$ cat src/rtl/grau_pertinencia_trapezio_pkg.sv
// Shared definitions for the trapezoidal membership-degree block.
//   W_FRAC_DEF : default degree width / division steps per term
//   GRAU_MAX   : degree value representing 1.0 at the default width
//   estado_t   : controller states (IDLE, DIV1, DIV2, DONE)
//   pre_t      : outcome of the per-term pre-checks
//   pre_check  : resolves a term without division when possible
package grau_pertinencia_trapezio_pkg;

    localparam int unsigned W_FRAC_DEF = 8;
    localparam logic [W_FRAC_DEF-1:0] GRAU_MAX = '1;

    typedef enum logic [1:0] {
        ST_IDLE = 2'd0,
        ST_DIV1 = 2'd1,
        ST_DIV2 = 2'd2,
        ST_DONE = 2'd3
    } estado_t;

    typedef enum logic [1:0] {
        PRE_DIVIDE = 2'd0,
        PRE_ZERO   = 2'd1,
        PRE_ONE    = 2'd2
    } pre_t;

    // Order matters: a negative numerator wins over a zero denominator.
    function automatic pre_t pre_check(input logic signed [31:0] num,
                                       input logic signed [31:0] den);
        if (num < 0)
            return PRE_ZERO;
        else if (den == 0)
            return PRE_ONE;
        else if (den < 0)
            return PRE_ZERO;
        else if (num >= den)
            return PRE_ONE;
        else
            return PRE_DIVIDE;
    endfunction

endpackage

$ cat src/rtl/grau_pertinencia_trapezio_divisor.sv
// divisor_fracionario: iterative restoring divider producing
// floor(num * 2^W_FRAC / den), one quotient bit per i_step cycle, MSB first,
// with pre-checks that force 0 or all-ones for out-of-range terms.
//   clk, rst_n : clock, synchronous active-low reset
//   i_step     : perform one division step this cycle
//   i_first    : this step is the first of a term (operands taken from i_num/i_den)
//   i_num      : numerator, two's complement
//   i_den      : denominator, two's complement
//   o_result   : term value after the current step (valid on the last step)
module divisor_fracionario
    import grau_pertinencia_trapezio_pkg::*;
#(
    parameter int unsigned W_FRAC = W_FRAC_DEF
) (
    input  logic              clk,
    input  logic              rst_n,
    input  logic              i_step,
    input  logic              i_first,
    input  logic [31:0]       i_num,
    input  logic [31:0]       i_den,
    output logic [W_FRAC-1:0] o_result
);

    localparam logic [W_FRAC-1:0] L_ONE =
        (W_FRAC == W_FRAC_DEF) ? W_FRAC'(GRAU_MAX) : '1;

    // 33 bits: remainder < den < 2^31 so the doubled value never overflows.
    logic [32:0]       r_rem;
    logic [31:0]       r_den;
    logic [W_FRAC-1:0] r_quot;
    pre_t              r_mode;

    logic [32:0]       w_rem_cur;
    logic [31:0]       w_den_cur;
    logic [W_FRAC-1:0] w_quot_cur;
    pre_t              w_mode_cur;
    logic [32:0]       w_rem_sh;
    logic              w_ge;
    logic [32:0]       w_rem_nxt;
    logic [W_FRAC-1:0] w_quot_nxt;

    // The first step of a term works straight from the operands, so no
    // separate load cycle is needed and each term takes exactly W_FRAC steps.
    always_comb begin
        w_rem_cur  = i_first ? {1'b0, i_num} : r_rem;
        w_den_cur  = i_first ? i_den : r_den;
        w_quot_cur = i_first ? '0 : r_quot;
        w_mode_cur = i_first ? pre_check(i_num, i_den) : r_mode;
        w_rem_sh   = w_rem_cur << 1;
        w_ge       = (w_rem_sh >= {1'b0, w_den_cur});
        w_rem_nxt  = w_ge ? (w_rem_sh - {1'b0, w_den_cur}) : w_rem_sh;
        w_quot_nxt = (w_quot_cur << 1) | W_FRAC'(w_ge);
    end

    always_comb begin
        case (w_mode_cur)
            PRE_ZERO: o_result = '0;
            PRE_ONE:  o_result = L_ONE;
            default:  o_result = w_quot_nxt;
        endcase
    end

    always_ff @(posedge clk) begin
        if (!rst_n) begin
            r_rem  <= '0;
            r_den  <= '0;
            r_quot <= '0;
            r_mode <= PRE_DIVIDE;
        end else if (i_step) begin
            r_rem  <= w_rem_nxt;
            r_den  <= w_den_cur;
            r_quot <= w_quot_nxt;
            r_mode <= w_mode_cur;
        end
    end

endmodule

$ cat src/rtl/grau_pertinencia_trapezio.sv
// grau_pertinencia_trapezio: membership degree of a trapezoidal fuzzy set,
// Grau = min(T1, T2) with Ti = clamp(floor(Ni * 2^W_FRAC / Di), 0, 2^W_FRAC-1).
// One shared divider computes T1 (DIV1) then T2 (DIV2); fixed latency.
//   clk, rst_n      : clock, synchronous active-low reset
//   in_valid/ready  : operand handshake (ready only in IDLE)
//   Numerador_1     : x - a        Denominador_1 : b - a
//   Numerador_2     : d - x        Denominador_2 : d - c
//   Grau            : membership degree, all-ones = 1.0
//   out_valid/ready : result handshake
module grau_pertinencia_trapezio
    import grau_pertinencia_trapezio_pkg::*;
#(
    parameter int unsigned W_FRAC = W_FRAC_DEF
) (
    input  logic              clk,
    input  logic              rst_n,
    input  logic              in_valid,
    output logic              in_ready,
    input  logic [31:0]       Numerador_1,
    input  logic [31:0]       Denominador_1,
    input  logic [31:0]       Numerador_2,
    input  logic [31:0]       Denominador_2,
    output logic [W_FRAC-1:0] Grau,
    output logic              out_valid,
    input  logic              out_ready
);

    localparam int unsigned CW = (W_FRAC > 1) ? $clog2(W_FRAC) : 1;

    estado_t           r_state;
    estado_t           w_next;
    logic [31:0]       r_n1;
    logic [31:0]       r_d1;
    logic [31:0]       r_n2;
    logic [31:0]       r_d2;
    logic [CW-1:0]     r_cnt;
    logic [W_FRAC-1:0] r_t1;
    logic [W_FRAC-1:0] r_grau;

    logic              w_accept;
    logic              w_step;
    logic              w_first;
    logic              w_last;
    logic [31:0]       w_num;
    logic [31:0]       w_den;
    logic [W_FRAC-1:0] w_term;

    always_ff @(posedge clk) begin
        if (!rst_n)
            r_state <= ST_IDLE;
        else
            r_state <= w_next;
    end

    always_comb begin
        w_next   = r_state;
        in_ready = 1'b0;
        w_step   = 1'b0;
        w_last   = (r_cnt == CW'(W_FRAC - 1));
        w_first  = (r_cnt == '0);
        case (r_state)
            ST_IDLE: begin
                in_ready = 1'b1;
                if (in_valid)
                    w_next = ST_DIV1;
            end
            ST_DIV1: begin
                w_step = 1'b1;
                if (w_last)
                    w_next = ST_DIV2;
            end
            ST_DIV2: begin
                w_step = 1'b1;
                if (w_last)
                    w_next = ST_DONE;
            end
            ST_DONE: begin
                if (out_ready)
                    w_next = ST_IDLE;
            end
            default: w_next = ST_IDLE;
        endcase
        w_accept = in_valid && in_ready;
        w_num    = (r_state == ST_DIV2) ? r_n2 : r_n1;
        w_den    = (r_state == ST_DIV2) ? r_d2 : r_d1;
    end

    divisor_fracionario #(
        .W_FRAC (W_FRAC)
    ) u_div (
        .clk      (clk),
        .rst_n    (rst_n),
        .i_step   (w_step),
        .i_first  (w_first),
        .i_num    (w_num),
        .i_den    (w_den),
        .o_result (w_term)
    );

    always_ff @(posedge clk) begin
        if (!rst_n) begin
            r_n1   <= '0;
            r_d1   <= '0;
            r_n2   <= '0;
            r_d2   <= '0;
            r_cnt  <= '0;
            r_t1   <= '0;
            r_grau <= '0;
        end else begin
            if (w_accept) begin
                r_n1  <= Numerador_1;
                r_d1  <= Denominador_1;
                r_n2  <= Numerador_2;
                r_d2  <= Denominador_2;
                r_cnt <= '0;
            end
            if (w_step)
                r_cnt <= w_last ? '0 : r_cnt + CW'(1);
            if ((r_state == ST_DIV1) && w_last)
                r_t1 <= w_term;
            if ((r_state == ST_DIV2) && w_last)
                r_grau <= (w_term < r_t1) ? w_term : r_t1;
        end
    end

    assign out_valid = (r_state == ST_DONE);
    assign Grau      = r_grau;

endmodule
$ cat config.mk
export PLATFORM = sky130hd
export DESIGN_NAME = grau_pertinencia_trapezio
export DESIGN_NICKNAME = d
export VERILOG_FILES = /design/src/rtl/grau_pertinencia_trapezio_pkg.sv /design/src/rtl/grau_pertinencia_trapezio_divisor.sv /design/src/rtl/grau_pertinencia_trapezio.sv
export SDC_FILE = /design/constraint.sdc
export NUM_CORES = 1
export LEC_CHECK = 0
export BUFFER_PORTS_ARGS = -buffer_cell sky130_fd_sc_hd__clkbuf_2
export CORE_MARGIN = 4
export CORE_UTILIZATION = 59
export DETAILED_ROUTE_END_ITERATION = 12
export PLACE_DENSITY = 0.8
export SYNTH_ARGS = -nofsm -noshare
export SYNTH_HDL_FRONTEND = slang
export SYNTH_SLANG_ARGS = --single-unit
$ cat constraint.sdc
create_clock -name clk -period 14.2 [get_ports clk]
set_input_delay 0 -clock clk [delete_from_list [all_inputs] [get_ports clk]]
set_output_delay 0 -clock clk [all_outputs]
set_load 0.02 [all_outputs]
Word-level counts from Yosys, hierarchy flattened

Cells that the tools add are included.

Order comparisons: 5
Reduce and logical (&&, ||, !) cells: 9
Muxes and demuxes: 23
Bitwise logic cells: 1
$add $sub $neg: 2
Equal/unequal tests: 10

Operators with widths:

| cell                  | count |
|---|---|
| $mux W32              | 5 |
| $lt A32 B1 Y1 const B | 2 |
| $ge A33 B32 Y1        | 1 |
| $ge A32 B32 Y1        | 1 |
| $logic_not A32 Y1     | 1 |
| $sub A32 B32 Y32      | 1 |
| $mux W2               | 9 |
| $pmux W8 S2           | 1 |
| $mux W3               | 3 |
| $lt A8 B8 Y1          | 1 |
| $mux W8               | 1 |
| $or A8 B1 Y8          | 1 |
| $pmux W2 S4           | 1 |
| $mux W7               | 1 |
| $eq A2 B2 Y1 const B  | 3 |
| $ne A2 B2 Y1 const B  | 3 |
| $eq A2 B1 Y1 const B  | 2 |
| $reduce_and A4 Y1     | 1 |
| $add A3 B1 Y3 const B | 1 |
| $eq A3 B3 Y1 const B  | 1 |
| $logic_and A1 B1 Y1   | 3 |
| $logic_not A3 Y1      | 1 |
| $logic_not A2 Y1      | 1 |
| $mux W1               | 2 |
| 3 further kinds       | 3 |

Word-level logic and storage cells: 62
Flip-flop bits (word level): 222
Input bits: 132
Output and inout bits: 10

Longest topological paths before layout

Word-level depth: 12
Gate-level depth with buffers: 30
Mapped depth without buffers: 24

By module

Synthesis repeated with hierarchy kept, for this count alone.

Cell total of the unflattened synthesis: 1540
Area total of the unflattened synthesis: 12749.7 um^2

By module, submodules not included:

| module                    | times used | area an instance (um^2) | cells an instance | seq. area each (um^2) |
|---|---|---|---|---|
| divisor_fracionario       | 1          | 6406.1                  | 780               | 1461.4 |
| grau_pertinencia_trapezio | 1          | 6343.6                  | 760               | 2982.9 |

Worst setup path before layout

No wires, ideal clock.

Kind: register to register
Start: register r_state[0]
End: register r_grau[7] (netlist: Grau[7])
Required time: 14.082 ns
Path slack: 8.160 ns
Setup time: 0.118 ns
Buffers on the path: 6
Data arrival time: 5.922 ns
Stages on the path, launching flop included: 30
Period minus slack after synthesis: 6.040 ns
Path through: dfxtp_1 > inv_1 > ha_1 > buf_4 > buf_2 > buf_2 > buf_2 > mux2_2 > ha_1 > a21o_1 > a21o_1 > a21oi_1 > nor2_1 > a2111oi_0 > o311ai_0 > mux2i_1 > nand3_1 > a32o_1 > ha_1 > and2_1 > clkbuf_1 > a21o_1 > ha_1 > a21o_1 > a211o_1 > a221oi_1 > o21a_1 > buf_6 > mux2i_1 > o21ai_1

Word-level cells in the longest chain between the ends: 12
Elaborated cells between the ends (all ways): 22
Classes of those cells: 5 x order compare; 3 x eq/ne; 11 x mux; 1 x bitwise; 2 x reduce/logical

Ends and longest elaborated chain:

| what                                                | line                                                             | RTL |
|---|---|---|
| start, declared                                     | grau_pertinencia_trapezio.sv:30                                  | `estado_t r_state;` |
| start signal, assigned                              | grau_pertinencia_trapezio.sv:52                                  | `r_state <= w_next;` |
| $eq A2 B2 Y1 *                                      | grau_pertinencia_trapezio.sv:84, grau_pertinencia_trapezio.sv:85 |  |
| $mux W32 (on tied branches)                         | grau_pertinencia_trapezio.sv:84, grau_pertinencia_trapezio.sv:85 |  |
| $ge A32 B32 Y1                                      | grau_pertinencia_trapezio_pkg.sv:34                              | `else if (num >= den)` |
| $mux W2                                             | grau_pertinencia_trapezio_pkg.sv:34                              |  |
| $mux W2                                             | grau_pertinencia_trapezio_pkg.sv:32                              | `else if (den < 0)` |
| $mux W2                                             | grau_pertinencia_trapezio_pkg.sv:30                              | `else if (den == 0)` |
| $mux W2 *                                           | grau_pertinencia_trapezio_pkg.sv:28                              | `if (num < 0)` |
| $mux W2 *                                           | grau_pertinencia_trapezio_divisor.sv:48                          | `w_mode_cur = i_first ? pre_check(i_num, i_den) : r_mode;` |
| named net u_div.w_mode_cur[1]                       | grau_pertinencia_trapezio_divisor.sv:36                          | `pre_t w_mode_cur;` |
| $eq A2 B2 Y1 / $eq A2 B1 Y1 (equally long branches) | grau_pertinencia_trapezio_divisor.sv:56                          | `case (w_mode_cur)` |
| $pmux W8 S2 *                                       | grau_pertinencia_trapezio_divisor.sv:56                          |  |
| named net u_div.o_result[1]                         | grau_pertinencia_trapezio_divisor.sv:21                          | `output logic [W_FRAC-1:0] o_result` |
| $lt A8 B8 Y1 *                                      | grau_pertinencia_trapezio.sv:122                                 | `r_grau <= (w_term < r_t1) ? w_term : r_t1;` |
| $mux W8 *                                           | grau_pertinencia_trapezio.sv:122                                 |  |
| end signal, assigned                                | grau_pertinencia_trapezio.sv:122                                 |  |
| end, declared                                       | grau_pertinencia_trapezio.sv:38                                  | `logic [W_FRAC-1:0] r_grau;` |

The timed path passes the listed nets; every way through them passes the cells marked *.
A chain may end at the register's enable or synchronous reset.

Final worst setup path

Start: register r_state[0]
End: register r_grau[6] (netlist: Grau[6])

Same word-level chain as after synthesis.

==> run summary <==
status - finished, final reports clean
largest family of logic cells by synthesized area - compound AO/OA/AOI/OAI gates
cell row count - 52
WS Path Type - flip-flop to flip-flop
Compound-Gate Fraction of Synth Area - 21.0%
antenna viol nets, final - 0
vias in the first global route - 12500
crit path cell chain - inv_1, ha_4, buf_4, mux2_2, ha_1, a21o_1, a21o_1, a21oi_1, nor2_1, a2111oi_0, o311ai_0, mux2i_1, nand3_1, a32o_1, ha_1, nor2b_1, a21o_1, ha_1, a21o_1, a211o_1, a221oi_1, o21a_1, mux2i_1, o21ai_1
synthesized area - 12400 um^2
die width - 153 um
Overflow after GRT - 0
CP peak stage delay - 0.68 ns
Final Worst Setup Slack - 6.82 ns
post-DP HPWL - 25100 um
CP endpoint kind - flip-flop
global-route wire length before repair - 66100 um
syn_nets - 1832
Core Util, Final - 74.8%
crit share post-route - 52.0%
Least-Margin Pin Slew - 1.20 ns
crit path DAT - 7.78 ns
total power per unit cell area - 261 nW/um^2
Top cell by count, worst path - a21o_1
share of layout cells above drive strength 1 - 12.7%
IO buf count - 141
post-synthesis mux area share - 8.02%
xor and xnor area share after synthesis - 1.70%
Rel. slew slack - 20.0%
Root Buffer - clkbuf_16
largest net degree at the start of global routing - 110
number of synthesized flops with an enable pin - 0
CTS tree - yes
critical-path maximum fanout - 52
DRT iter0 DRCs - 1298
unrepaired setup endpoints after global routing - no
Final min period - 7.38 ns
core area - 20400 um^2
post-synthesis simple-gate area fraction - 20.8%
post-synthesis adder-cell area fraction - 8.16%
GP Congestion - 0.930
Setup Skew - 0.0274 ns
Top Ports - 142
worst hold path type - input pin to flip-flop
CTS buffer count - 24
DR WL/cell - 19.8 um
slowest CP cell - buf_4
Hold Buf Count CTS - 142
Hold Vio Cnt, Final - 0
# clock sinks - 222
maximum vdd drop - 0.000225 V
initial antenna violation count - 0
Max clock buf depth - 3
Mapped Cells - 1620
overall routing resource usage - 34.3%
clock latency on the worst-skew pair - 0.54 ns
Chip Height - 153 um
Die ar. - 23300 um^2
Post-synth ARST share - 0%
pre-CTS WS - 6.93 ns
max cap viols - 0
Syn Area/Cell - 7.63 um^2
Setup violations, final - 0
n_diodes - 0
register area share after synthesis - 36.0%
Slew Viols, Final - 0
TNS Setup - 0 ns
data required time at the worst endpoint - 14.60 ns
area of the multi-input gates - 7400 um^2
prevailing post-synth register cell - dfxtp_1
post-synthesis to final-layout area growth - 23.6%
startpoint types - flip-flop
initial core utilization - 60.5%
commonest non-fill, non-tap cell in the layout - nand2_1
# H-tree levels - 1
leakage - 6.54 nW
final net count - 2046
filler cell count in the final layout - 1434
synthesis-stage register bit count - 222
top achievable clock speed - 0.135 GHz
vias per inst - 6.08
Routed WL - 41900 um
Reg area - 4440 um^2
Post-CTS Setup Bufs - 0
Ys Warns - 0
DR pass1 iterations - 7
# resized after CTS - 0
DR vias - 12900
Yosys cell types - 70
Total Power - 0.00399 W
drt drc - 0
clock-pin slew on the worst setup and hold paths - 0.06 ns
leading cell types in the layout, fill and taps excluded - nand2_1 (409), a21oi_1 (238), dfxtp_1 (222)
cell usage after synthesis, drive strengths merged (9+ instances only):
master    n  area [um^2]
o21a     34          255
inv      27          101
a21oi   241         1220
mux2i    72          721
a21o     31          233
xor2     10         87.6
ha       79          988
nor2b     9         56.3
nand3    34          175
xnor2    14          123
clkbuf   89          334
mux2     24          270
buf      15          104
nand2   410         1540
o21ai    78          398
nor2    112          420
a211oi    9         67.6
nand4    16          100
dfxtp   222         4440
registers in the layout (all words and copies together) (netlist names):
signal / flops
r_d1: 32
Grau: 8
u_div.r_den: 32
r_n2: 32
u_div.r_rem: 32
r_state: 2
u_div.r_quot: 7
r_cnt: 3
r_t1: 8
r_d2: 32
u_div.r_mode: 2
r_n1: 32
cell families (layout without fill, tap and decap cells):
family,Yosys count,after routing
and+or+nand+nor,623,623
AOI/OAI and AO/OA,443,443
DFF,222,222
buffers and inverters,132,362
muxes,96,96
adders and majority gates,80,80
xor gates and xnor gates,24,24
worst max-delay path, delay by kind of cell, from the launching register on:
kind | cells | cell delay (ns)
AO/OA/AOI/OAI | 12 | 3.24
adder cells (fa/ha/maj) | 4 | 1.24
buffers and inverters | 2 | 0.82
flip-flops | 1 | 0.34
multiplexers | 3 | 0.94
AND/OR/NAND/NOR | 3 | 0.61
routing by layer:
metal  up-vias  wire length [um]  global-route usage, %
li1       5992                 -                      -
met1      5975             16600                   45.1
met2       769             19600                   56.8
met3       156              3910                   5.88
met4         0              1820                   13.0
met5         -                 0                      0
per-stage QoR:
stage	cell area (um^2)	cells	hold slack (ns)
after detailed placement	13100	1936	0.229
after global placement	13100	1936	0.225
after global routing	15300	2120	0.0591
after floorplan	12400	1620	0.136
final	15300	2120	0.0275
after CTS	15300	2120	0.000353
final timing paths:
path / from / to / slack, ns / cells past startpoint
min reg2reg: r_n1[18] / r_n1[18] / 0.45 / 2
max: r_state[0] / Grau[6] / 6.82 / 24
min: in_valid / r_n1[25] / 0.03 / 4
max reg2reg: r_state[0] / Grau[6] / 6.82 / 24
final cells by class:
type	count	share of cell area (%)
sequential	222	29.1
tap	270	2.21
inverter	28	0.704
multi-input combinational	1266	48.4
clock inverter	9	0.712
clock buffer	33	4.48
timing repair buffer	292	14.4
power breakdown:
part / internal (W) / total, W / switching, W
combinational: 0.000982 / 0.00254 / 0.00156
clock: 0.000373 / 0.000638 / 0.000265
sequential: 0.000738 / 0.000813 / 0.0000742
(Power assumes the default switching activity.)
